===== src/rtl/mem_stage.sv =====
// Memory-access pipeline stage: request/acknowledge handshake with the data memory,
// EX/MEM stall generation and writeback bubbles. Optional access timeout: MEM_TIMEOUT_EN.
module mem_stage #(
    parameter int TIMEOUT_CYCLES = 255
) (
    input  logic        clockIn,
    input  logic        reset,
    input  logic        haltIn,
    input  logic        regWriteIn,
    input  logic        mem2RegIn,
    input  logic        memReadIn,
    input  logic        memWriteIn,
    input  logic [31:0] data1In,
    input  logic [31:0] data2In,
    input  logic [4:0]  regIn,
    output logic        memStall,
    output logic        memReq,
    output logic        memWe,
    output logic [31:0] memAddr,
    output logic [31:0] memWdata,
    input  logic        memAck,
    input  logic [31:0] memRdata,
    output logic        haltOut,
    output logic        regWriteOut,
    output logic        mem2RegOut,
    output logic [31:0] aluOut,
    output logic [31:0] memDataOut,
    output logic [4:0]  regOut,
    output logic        memErr
);

    typedef enum logic [1:0] {
        IDLE = 2'd0,
        BUSY = 2'd1,
        DONE = 2'd2
    } state_t;

    state_t      state;
    state_t      state_next;
    logic        acc;
    logic        abort;
    logic [31:0] rdataReg;

    if (TIMEOUT_CYCLES < 1 || TIMEOUT_CYCLES > 255) begin : g_bad_timeout
        $error("mem_stage: TIMEOUT_CYCLES must be within 1..255");
    end

    assign acc = memReadIn | memWriteIn;

`ifdef MEM_TIMEOUT_EN
    localparam logic [7:0] TMO_LIMIT = 8'(TIMEOUT_CYCLES);

    logic [7:0] tmo_cnt;
    logic       err_q;

    // Abort on the BUSY cycle that would bring the count to the limit; an ack that same cycle wins.
    assign abort  = (state == BUSY) & ~memAck & ((tmo_cnt + 8'd1) == TMO_LIMIT);
    assign memErr = err_q;

    always_ff @(posedge clockIn) begin
        if (reset) begin
            tmo_cnt <= 8'd0;
            err_q   <= 1'b0;
        end else begin
            if (state == IDLE && acc)
                tmo_cnt <= 8'd0;
            else if (state == BUSY && !memAck)
                tmo_cnt <= tmo_cnt + 8'd1;
            if (abort)
                err_q <= 1'b1;
        end
    end
`else
    assign abort  = 1'b0;
    assign memErr = 1'b0;
`endif

    always_ff @(posedge clockIn) begin
        if (reset)
            state <= IDLE;
        else
            state <= state_next;
    end

    always_comb begin
        state_next = state;
        case (state)
            IDLE:    if (acc) state_next = BUSY;
            BUSY:    if (memAck || abort) state_next = DONE;
            DONE:    state_next = IDLE;
            default: state_next = IDLE;
        endcase
    end

    // Request registers are loaded once on entry to BUSY and held until completion.
    always_ff @(posedge clockIn) begin
        if (reset) begin
            memReq   <= 1'b0;
            memWe    <= 1'b0;
            memAddr  <= 32'd0;
            memWdata <= 32'd0;
            rdataReg <= 32'd0;
        end else begin
            case (state)
                IDLE: begin
                    if (acc) begin
                        memReq   <= 1'b1;
                        memAddr  <= data1In;
                        memWdata <= data2In;
                        memWe    <= memWriteIn;
                    end
                end
                BUSY: begin
                    if (memAck) begin
                        memReq   <= 1'b0;
                        rdataReg <= memRdata;
                    end else if (abort) begin
                        memReq   <= 1'b0;
                        rdataReg <= 32'hDEADBEEF;
                    end
                end
                default: ;
            endcase
        end
    end

    assign memStall = ((state == IDLE) & acc) | (state == BUSY);

    // Writeback side: bubbles are inserted by masking the state-changing control bits.
    assign aluOut      = data1In;
    assign regOut      = regIn;
    assign mem2RegOut  = mem2RegIn;
    assign memDataOut  = rdataReg;
    assign regWriteOut = regWriteIn & ~memStall;
    assign haltOut     = haltIn & ~memStall;

endmodule


===== config.mk =====
export PLATFORM = sky130hd
export DESIGN_NAME = mem_stage
export DESIGN_NICKNAME = d
export VERILOG_FILES = /design/src/rtl/mem_stage.sv
export SDC_FILE = /design/constraint.sdc
export NUM_CORES = 1
export LEC_CHECK = 0
export ABC_AREA = 1
export BUFFER_PORTS_ARGS = -buffer_cell sky130_fd_sc_hd__buf_2
export CAP_MARGIN = 25
export CORE_MARGIN = 2
export CORE_UTILIZATION = 34
export DETAILED_ROUTE_END_ITERATION = 16
export GPL_TIMING_DRIVEN = 1
export PLACE_DENSITY = 0.66
export SLEW_MARGIN = 20
export SYNTH_ARGS = -nofsm -noshare
export SYNTH_HDL_FRONTEND = slang
export SYNTH_SLANG_ARGS = --single-unit

===== constraint.sdc =====
create_clock -name clockIn -period 2.7 [get_ports clockIn]
set_input_delay 0.54 -clock clockIn [delete_from_list [all_inputs] [get_ports clockIn]]
set_output_delay 0.54 -clock clockIn [all_outputs]
set_load 0.005 [all_outputs]

==> metrics.cfg, run 1 <==
[outcome]
status=finished clean

[routing]
viasPerCell=4.78
via_count=3894
wl_per_cell_um=12.8
drt_iter0_drc=228
drt_pass1_iterations=4
wl_mm=10.4
ant_nets=0
drc_errors=0

[clock_network]
ctsHtreeMaxLevel=3
cts_buffer_depth=2
cts.sinks=100
cts-root-buf=clkbuf_16
tritoncts=built
cts_buffers=9
post_cts_buffers=0
holdBufCountCts=0
cts_resized=0
path_clk_slew_ps=60
clock_latency_ps=340

[logic_synthesis]
synth_top_area_cell=dfxtp_1
synth_cell_types=14
ys_ff_latch=100
synth_seq_area_share_pct=50.3
avgSynthCellArea_um2=8.03
syn_inst=496
syn_nets=605
synth_warnings=0
syn-cell-area_mm2=0.00398
synth_area_leaders=dfxtp_1 (50%), nand3_1 (16%), buf_4 (11%)
synth_top_area_share_pct=50.3

[pwr]
powerDensity_mw_per_mm2=676
ir_worst_vdd_mv=0.324
leakage_nw=2.66

[timing]
period_share_pct=66.0
clock_skew_ps=5.97
finalMaxSlewViolations=0
finalSetupViolCount=0
rsz0062_at_grt=false
fmax_ghz=0.562
hold_viol=0
fin_crit_ps=1780
fin_setup_tns_ps=0
layout_setup_ws_ps=919
tightest_slew_ps=683
slew_headroom_pct=54.5

[finish]
final_common_cell=buf_2
final_cells=814
antenna_cells=0
fill_cells=1168
drive_above_1_share_pct=38.9
nNetsFinal=776
layout_common_cells=buf_2 (235), nand3_1 (128), nand2_1 (102)
areaGrowthSynthToFinish_pct=29.4

[place]
dp_hpwl_mm=7.26
pre_cts_ws_ps=952
place_inst=799
gp_congestion=0.806
port_buffers=235

[critical_path]
crit_path_end_kind=output port
criticalPathCategory=reg2out
start_kind=flop
critical_path_arrival_ps=1240
cp.required_ps=2160
critPathMaxFanout=3
worst_r2r_path_depth=4

[floorplanning]
start_util_pct=34.9
die_x_um=112
rows=39
die-area_mm2=0.0126
core_mm2=0.0114
ios=249
die_h_um=112

[run]
max_cap_viol_count=0

[global_routing]
grt_overflow_total=0
grt_pass1_vias=3484
grt_start_max_net_pins=68
antenna_found_initial=0
grt_usage_pct=15.9
grt_pass1_wl_mm=16.3

[hold_path]
worstHoldPathCells=3
hold_class=in2reg

## power breakdown
part | switching (W) | internal (W)
Combinational | 0.000295 | 0.000226
Sequential | 0.0000526 | 0.00158
Clock | 0.000526 | 0.000803
Total | 0.000874 | 0.00261
## per-layer routing
| layer | GRT usage, % | vias up | part of all wire (%) |
|---|---|---|---|
| met5 | 0 | - | 0 |
| met4 | 7.07 | 0 | 1.7 |
| met3 | 5.78 | 11 | 10 |
| met2 | 26.2 | 173 | 47 |
| met1 | 18.6 | 1768 | 41 |
| li1 | - | 1942 | - |
## cells in the mapped netlist, drive strengths merged
cell type  count
a21oi         67
conb           1
clkbuf         7
nand3        128
dfxtp        100
nor2           6
inv            8
buf           74
nand2        105
## final timing paths
| kind | from | endpoint | slack [ps] |
|---|---|---|---|
| worst max-delay path | state[1] | haltOut | 920 |
| worst max register to register | state[0] | memAddr[9] | 1260 |
| worst min-delay path | memRdata[19] | memDataOut[19] | 420 |
| worst min register to register | memWdata[3] | memWdata[3] | 460 |
## worst max-delay path, cell delays in order, from the launching register on
cell	delay, ps
dfxtp_1	370
inv_1	50
nand2_1	120
nand2_1	120
nor2_1	110
buf_2	120
## cells by family (layout without fill, tap and decap cells)
group / after synthesis / after routing / share of synthesized area (%)
other: 1 / 1 / 0.0942
AO/OA/AOI/OAI: 67 / 67 / 8.42
flip-flops: 100 / 100 / 50.3
AND/OR/NAND/NOR: 239 / 239 / 26.9
buffers and inverters: 89 / 264 / 14.3
## stage by stage
stage / power (W) / hold slack (ps) / area (µm²) / util (%)
after floorplan: 0.00200 / 456 / 3980 / -
after global placement: 0.00219 / 445 / 4850 / 42.4
after detailed placement: 0.00220 / 449 / 4850 / 42.4
after CTS: 0.00354 / 400 / 5150 / 45.1
after global routing: 0.00366 / 421 / 5150 / 45.1
final: 0.00348 / 418 / 5150 / 45.1
## sequential cells by signal, summed over array words and instances, names as in the netlist
signal / cells
memWe: 1
memReq: 1
state: 2
memAddr: 32
memDataOut: 32
memWdata: 32
## layout make-up
class,instances,area [µm²],area share [%]
sequential,100,2000,38.9
multi-input combinational,307,1410,27.4
timing repair buffer,241,1220,23.7
clock buffer,10,229,4.44
tap,143,179,3.47
clock inverter,5,77.6,1.51
inverter,8,30.0,0.583
Power figures use the tool's default switching activity.
==> run 2: changes to the inputs <==
--- a/config.mk
+++ b/config.mk
@@ -5,14 +5,14 @@
 export SDC_FILE = /design/constraint.sdc
 export NUM_CORES = 1
 export LEC_CHECK = 0
-export ABC_AREA = 1
+export ABC_AREA = 0
 export BUFFER_PORTS_ARGS = -buffer_cell sky130_fd_sc_hd__buf_2
 export CAP_MARGIN = 25
 export CORE_MARGIN = 2
 export CORE_UTILIZATION = 34
 export DETAILED_ROUTE_END_ITERATION = 16
 export GPL_TIMING_DRIVEN = 1
-export PLACE_DENSITY = 0.66
+export PLACE_DENSITY = 0.67
 export SLEW_MARGIN = 20
 export SYNTH_ARGS = -nofsm -noshare
 export SYNTH_HDL_FRONTEND = slang
==> constraint.sdc (replaced) <==
create_clock -name clockIn -period 1.6 [get_ports clockIn]
set_input_delay 0.32 -clock clockIn [delete_from_list [all_inputs] [get_ports clockIn]]
set_output_delay 0.32 -clock clockIn [all_outputs]
set_load 0.005 [all_outputs]
==> run 2 against run 1 <==
Die area up 8.5%. Worst hold slack worse by 220 ps. Clock power up 59%. First-iteration DRC count down 48%. Synthesized cell count down 18%. Final cell count down 5.7%. Global-route usage down 2.8 points. Worst setup slack worse by 840 ps. Sequential share of layout area down 3.2 points. Synthesized area up 8.8%. Critical path depth down 1. Critical endpoint is now regWriteOut.
==> metrics.cfg, run 2 <==
[finish]
nNetsFinal=701
drive_above_1_share_pct=44.1
layout_common_cells=buf_2 (235), nand2b_1 (128), dfxtp_1 (100)
antenna_cells=0
areaGrowthSynthToFinish_pct=29.7
final_common_cell=buf_2

[logic_synthesis]
async_flop_share_pct=0
syn-cell-area_mm2=0.00433
yosysMostFrequentCell=nand2b_1
synth_top_area_share_pct=46.2
synth_seq_area_share_pct=46.2
ys.flop_type=dfxtp_1
synth_mux_area_share_pct=14.8
yosys.area_share.simple_pct=19.8
synth_edf_count=0
ys_top_cells_by_count=nand2b_1 (128), dfxtp_1 (100), mux2i_1 (64)
syn_nets=517
avgSynthCellArea_um2=10.6
synth_warnings=0
synth_top_area_cell=dfxtp_1
synth_cell_types=22
synth_top_family_by_area=simple AND/OR/NAND/NOR gates
synth_area_leaders=dfxtp_1 (46%), nand2b_1 (18%), mux2i_1 (15%)
synthXorXnorAreaFrac_pct=0
ys_ff_latch=100
syn_inst=408
synth_compound_area_share_pct=7.39
synthAdderAreaFrac_pct=0

[pwr]
leakage_nw=2.83
p_clk_share_pct=36.1
ir_worst_vdd_mv=0.565
p_switching_w=0.00144
p_seq_share_pct=47.6
p_comb_share_pct=16.3
sw_frac_of_total_pct=24.6
internal-power_w=0.00442
powerDensity_mw_per_mm2=1040

[floorplanning]
die_x_um=117
start_util_pct=34.6
die-area_mm2=0.0137
ios=249
rows=41
core_mm2=0.0125
die_h_um=117

[clock_network]
cts.sinks=100
path_clk_slew_ps=70
ctsHtreeMaxLevel=3
cts_buffers=9
cts_buffer_depth=2
tritoncts=built
post_cts_buffers=0
cts-root-buf=clkbuf_16
clock_latency_ps=340

[global_routing]
antenna_found_initial=0
grt_pass1_wl_mm=14.4
grt_pass1_vias=3124
grt_start_max_net_pins=67
grt_overflow_total=0
grt_usage_pct=13.2

[critical_path]
critPathMaxFanout=4
cp.required_ps=1280
critical_path_arrival_ps=1210
criticalPathCategory=reg2out
crit_path_end_kind=output port
start_kind=flop

[routing]
ant_nets=0
viasPerCell=4.39
wl_mm=9.79
via_count=3374
drc_errors=0
wl_per_cell_um=12.7
drt_pass1_iterations=4
drt_iter0_drc=119

[place]
gp_congestion=0.794
pre_cts_ws_ps=321
dp_hpwl_mm=7.26
port_buffers=235

[timing]
clock_skew_ps=6.54
fin_crit_ps=1530
hold_viol=0
period_share_pct=95.3
fmax_ghz=0.656
finalSetupViolCount=0
layout_setup_ws_ps=74.5
fin_setup_tns_ps=0
finalMaxSlewViolations=0

[run]
max_cap_viol_count=0

[outcome]
status=finished clean

[hold_path]
hold_class=in2reg

==> run 2: changes by cell type in the layout (fill, tap and decap cells not counted), sizes merged, moves of 2 or more <==
| cell | previous run | this run |
|---|---|---|
| mux2i | 0 | 64 |
| a21oi | 67 | 1 |
| nand2 | 105 | 1 |
| nor2b | 0 | 3 |
| nor2 | 6 | 3 |
| a22o | 0 | 32 |
| o21a | 0 | 2 |
| inv | 8 | 1 |
| nand3 | 128 | 0 |
| nand2b | 0 | 128 |
==> run 2: cells by family after synthesis <==
family                 Yosys count
other                            1
AOI/OAI and AO/OA               37
buffers and inverters           68
DFF                            100
muxes                           64
and+or+nand+nor                138
==> run 2: critical path, stage by stage (launching register included) <==
cell     delay, ps
dfxtp_1        350
nor3_2         190
nor2_1          90
nor2b_1        110
buf_2          120
==> run 2: worst paths after layout <==
check	start	to	slack, ps	cells past startpoint
min reg2reg	memAddr[28]	memAddr[28]	470	2
max	state[0]	regWriteOut	70	4
max reg2reg	state[0]	memWdata[20]	310	4
min	memRdata[21]	memDataOut[21]	190	2
==> run 2: power by group through the flow <==
stage / clock network, W / logic, W / registers [W]
after floorplan: 0 / 0.000599 / 0.00285
after global placement: 0 / 0.000948 / 0.00283
after detailed placement: 0 / 0.000971 / 0.00284
after CTS: 0.00221 / 0.000974 / 0.00278
after global routing: 0.00230 / 0.00105 / 0.00281
final: 0.00211 / 0.000957 / 0.00278
==> run 2: what timing repair did <==
item	in CTS	in global routing
resized for setup	0	1
endpoints found under the hold margin	0	0
hold buffers	0	0
endpoints found under the setup margin	0	2
==> run 2: area by class of cell <==
type,count,area [µm²]
Tap cell,172,215
Clock buffer,9,225
Sequential cell,100,2000
Timing Repair Buffer,241,1270
Fill cell,1273,6900
Multi-Input combinational cell,240,1840
Clock inverter,6,65.1
==> run 2: metrics by stage <==
step                total power [W]  util [%]  std cells  instance area [µm²]  hold slack [ps]
global route                0.00616      44.9        768                 5620              188
CTS                         0.00597      44.8        768                 5610              178
global placement            0.00378      42.5        753                 5320              447
finish                      0.00586      44.9        768                 5620              194
floorplan                   0.00345         -        408                 4330              453
detailed placement          0.00381      42.5        753                 5320              452
==> run 2: per-layer routing <==
layer | vias to the layer above | global-route usage, % | wire length, µm
met3 | 10 | 2.21 | 548
met4 | 0 | 6.35 | 178
li1 | 1675 | - | -
met1 | 1574 | 15.2 | 4130
met5 | - | 0 | 0
met2 | 115 | 23.5 | 4930
==> run 3: changes to the inputs <==
--- a/config.mk
+++ b/config.mk
@@ -10,9 +10,10 @@
 export CAP_MARGIN = 25
 export CORE_MARGIN = 2
 export CORE_UTILIZATION = 34
+export CTS_BUF_LIST = sky130_fd_sc_hd__clkbuf_16
 export DETAILED_ROUTE_END_ITERATION = 16
 export GPL_TIMING_DRIVEN = 1
-export PLACE_DENSITY = 0.67
+export PLACE_DENSITY = 0.73
 export SLEW_MARGIN = 20
 export SYNTH_ARGS = -nofsm -noshare
 export SYNTH_HDL_FRONTEND = slang
==> run 3 against run 2 <==
Combinational power fell by 0.8%. Critical path depth did not move. Highest routed layer is now met5. Clock skew fell by 0.67 ps. Worst setup slack improved by 14 ps. Utilization barely moved. Critical path type unchanged. Register-to-register slack got worse by 20 ps. Flip-flop and latch count did not move. Die area did not move.
==> metrics.cfg, run 3 (synthesis gave the netlist of run 2 again) <==
[clock_network]
clock_latency_ps=340
post_cts_buffers=0
cts_resized=0
cts_buffer_depth=2
cts_buffers=9
holdBufCountCts=0
cts-root-buf=clkbuf_16
path_clk_slew_ps=70
ctsHtreeMaxLevel=3
tritoncts=built
cts.sinks=100

[finish]
fill_cells=1227
multi_input_area_mm2=0.00183
layout_common_cells=buf_2 (235), nand2b_1 (128), dfxtp_1 (100)
nNetsFinal=701
areaGrowthSynthToFinish_pct=29.6
antenna_cells=0
final_common_cell=buf_2
drive_above_1_share_pct=43.9
seq_area_mm2=0.00200
final_cells=769

[timing]
finalMaxSlewViolations=0
clock_skew_ps=5.87
hold_viol=0
finalSetupViolCount=0
fin_crit_ps=1510
fin_setup_tns_ps=0
fmax_ghz=0.662
period_share_pct=94.4
rsz0062_at_grt=false

[critical_path]
critPathMaxFanout=4
criticalPathCategory=reg2out
critical_path_arrival_ps=1190
worst_r2r_path_depth=4
crit_path_end_kind=output port
start_kind=flop
r2r_slack_ps=290
cp.required_ps=1280
r2r-end=memWdata[10]
timing.rr.start=state[0]
startpoint=state[0]

[pwr]
powerDensity_mw_per_mm2=1050
ir_worst_vdd_mv=0.480
leakage_nw=2.83

[global_routing]
antenna_found_initial=1
grt_start_max_net_pins=71
grt_pass1_vias=3157
grt_overflow_total=0
grt_usage_pct=13.4
grt_pass1_wl_mm=14.4

[place]
dp_hpwl_mm=7.39
gp_congestion=0.794
place_inst=753
port_buffers=235

[hold_path]
worstHoldPathCells=2
hold_class=in2reg
hold_start=memRdata[3]
hold_end=memDataOut[3]

[run]
max_cap_viol_count=0

[routing]
drt_iter0_drc=171
viasPerCell=4.44
wl_mm=9.77
drt_pass1_iterations=4
wl_per_cell_um=12.7
via_count=3413
drc_errors=0
ant_nets=0

[floorplanning]
die_x_um=117
die-area_mm2=0.0137
rows=41
ios=249
die_h_um=117
core_mm2=0.0125
start_util_pct=34.6

[outcome]
status=finished clean

## run 3: final cells by class
| type | count | share of cell area, % |
|---|---|---|
| sequential | 100 | 35.6 |
| clock buffer | 9 | 4.01 |
| tap | 172 | 3.83 |
| timing repair buffer | 241 | 22.6 |
| multi-input combinational | 240 | 32.7 |
| clock inverter | 7 | 1.23 |
## run 3: power breakdown
part,internal (W),switching (W),total (W)
sequential,0.00269,0.0000996,0.00279
combinational,0.000525,0.000424,0.000949
clock,0.00121,0.000941,0.00215
total,0.00442,0.00146,0.00588
## run 3: metrics by stage
step / hold WS, ps / util, % / setup slack (ps) / total power, W / cell area (µm²)
2_1_floorplan: 453 / - / 413 / 0.00345 / 4330
3_3_place_gp: 445 / 42.5 / 334 / 0.00377 / 5320
3_5_place_dp: 457 / 42.5 / 290 / 0.00380 / 5320
4_1_cts: 174 / 44.9 / 64.7 / 0.00597 / 5620
5_1_grt: 182 / 44.9 / 6.90 / 0.00618 / 5620
6_report: 188 / 44.9 / 88.9 / 0.00588 / 5620
## run 3: worst max path at each step
stage	cells after the start	slack, ps	to
after floorplan	6	410	memAddr[0]
after global placement	5	330	regWriteOut
after detailed placement	4	290	memWdata[10]
after CTS	4	60	haltOut
after global routing	4	7	haltOut
final	4	90	haltOut
## run 3: critical path, stage by stage, from the launching register on
cell     delay [ps]
dfxtp_1         340
nor3_1          180
nor2_1          100
nor2b_1         110
buf_2           120
## run 3: layer usage
layer	GRT usage, %	wire length [µm]	vias to the layer above
met4	7.06	224	2
li1	-	-	1675
met2	22.7	4830	131
met1	15.7	4050	1584
met3	3.35	655	21
met5	0	13	-
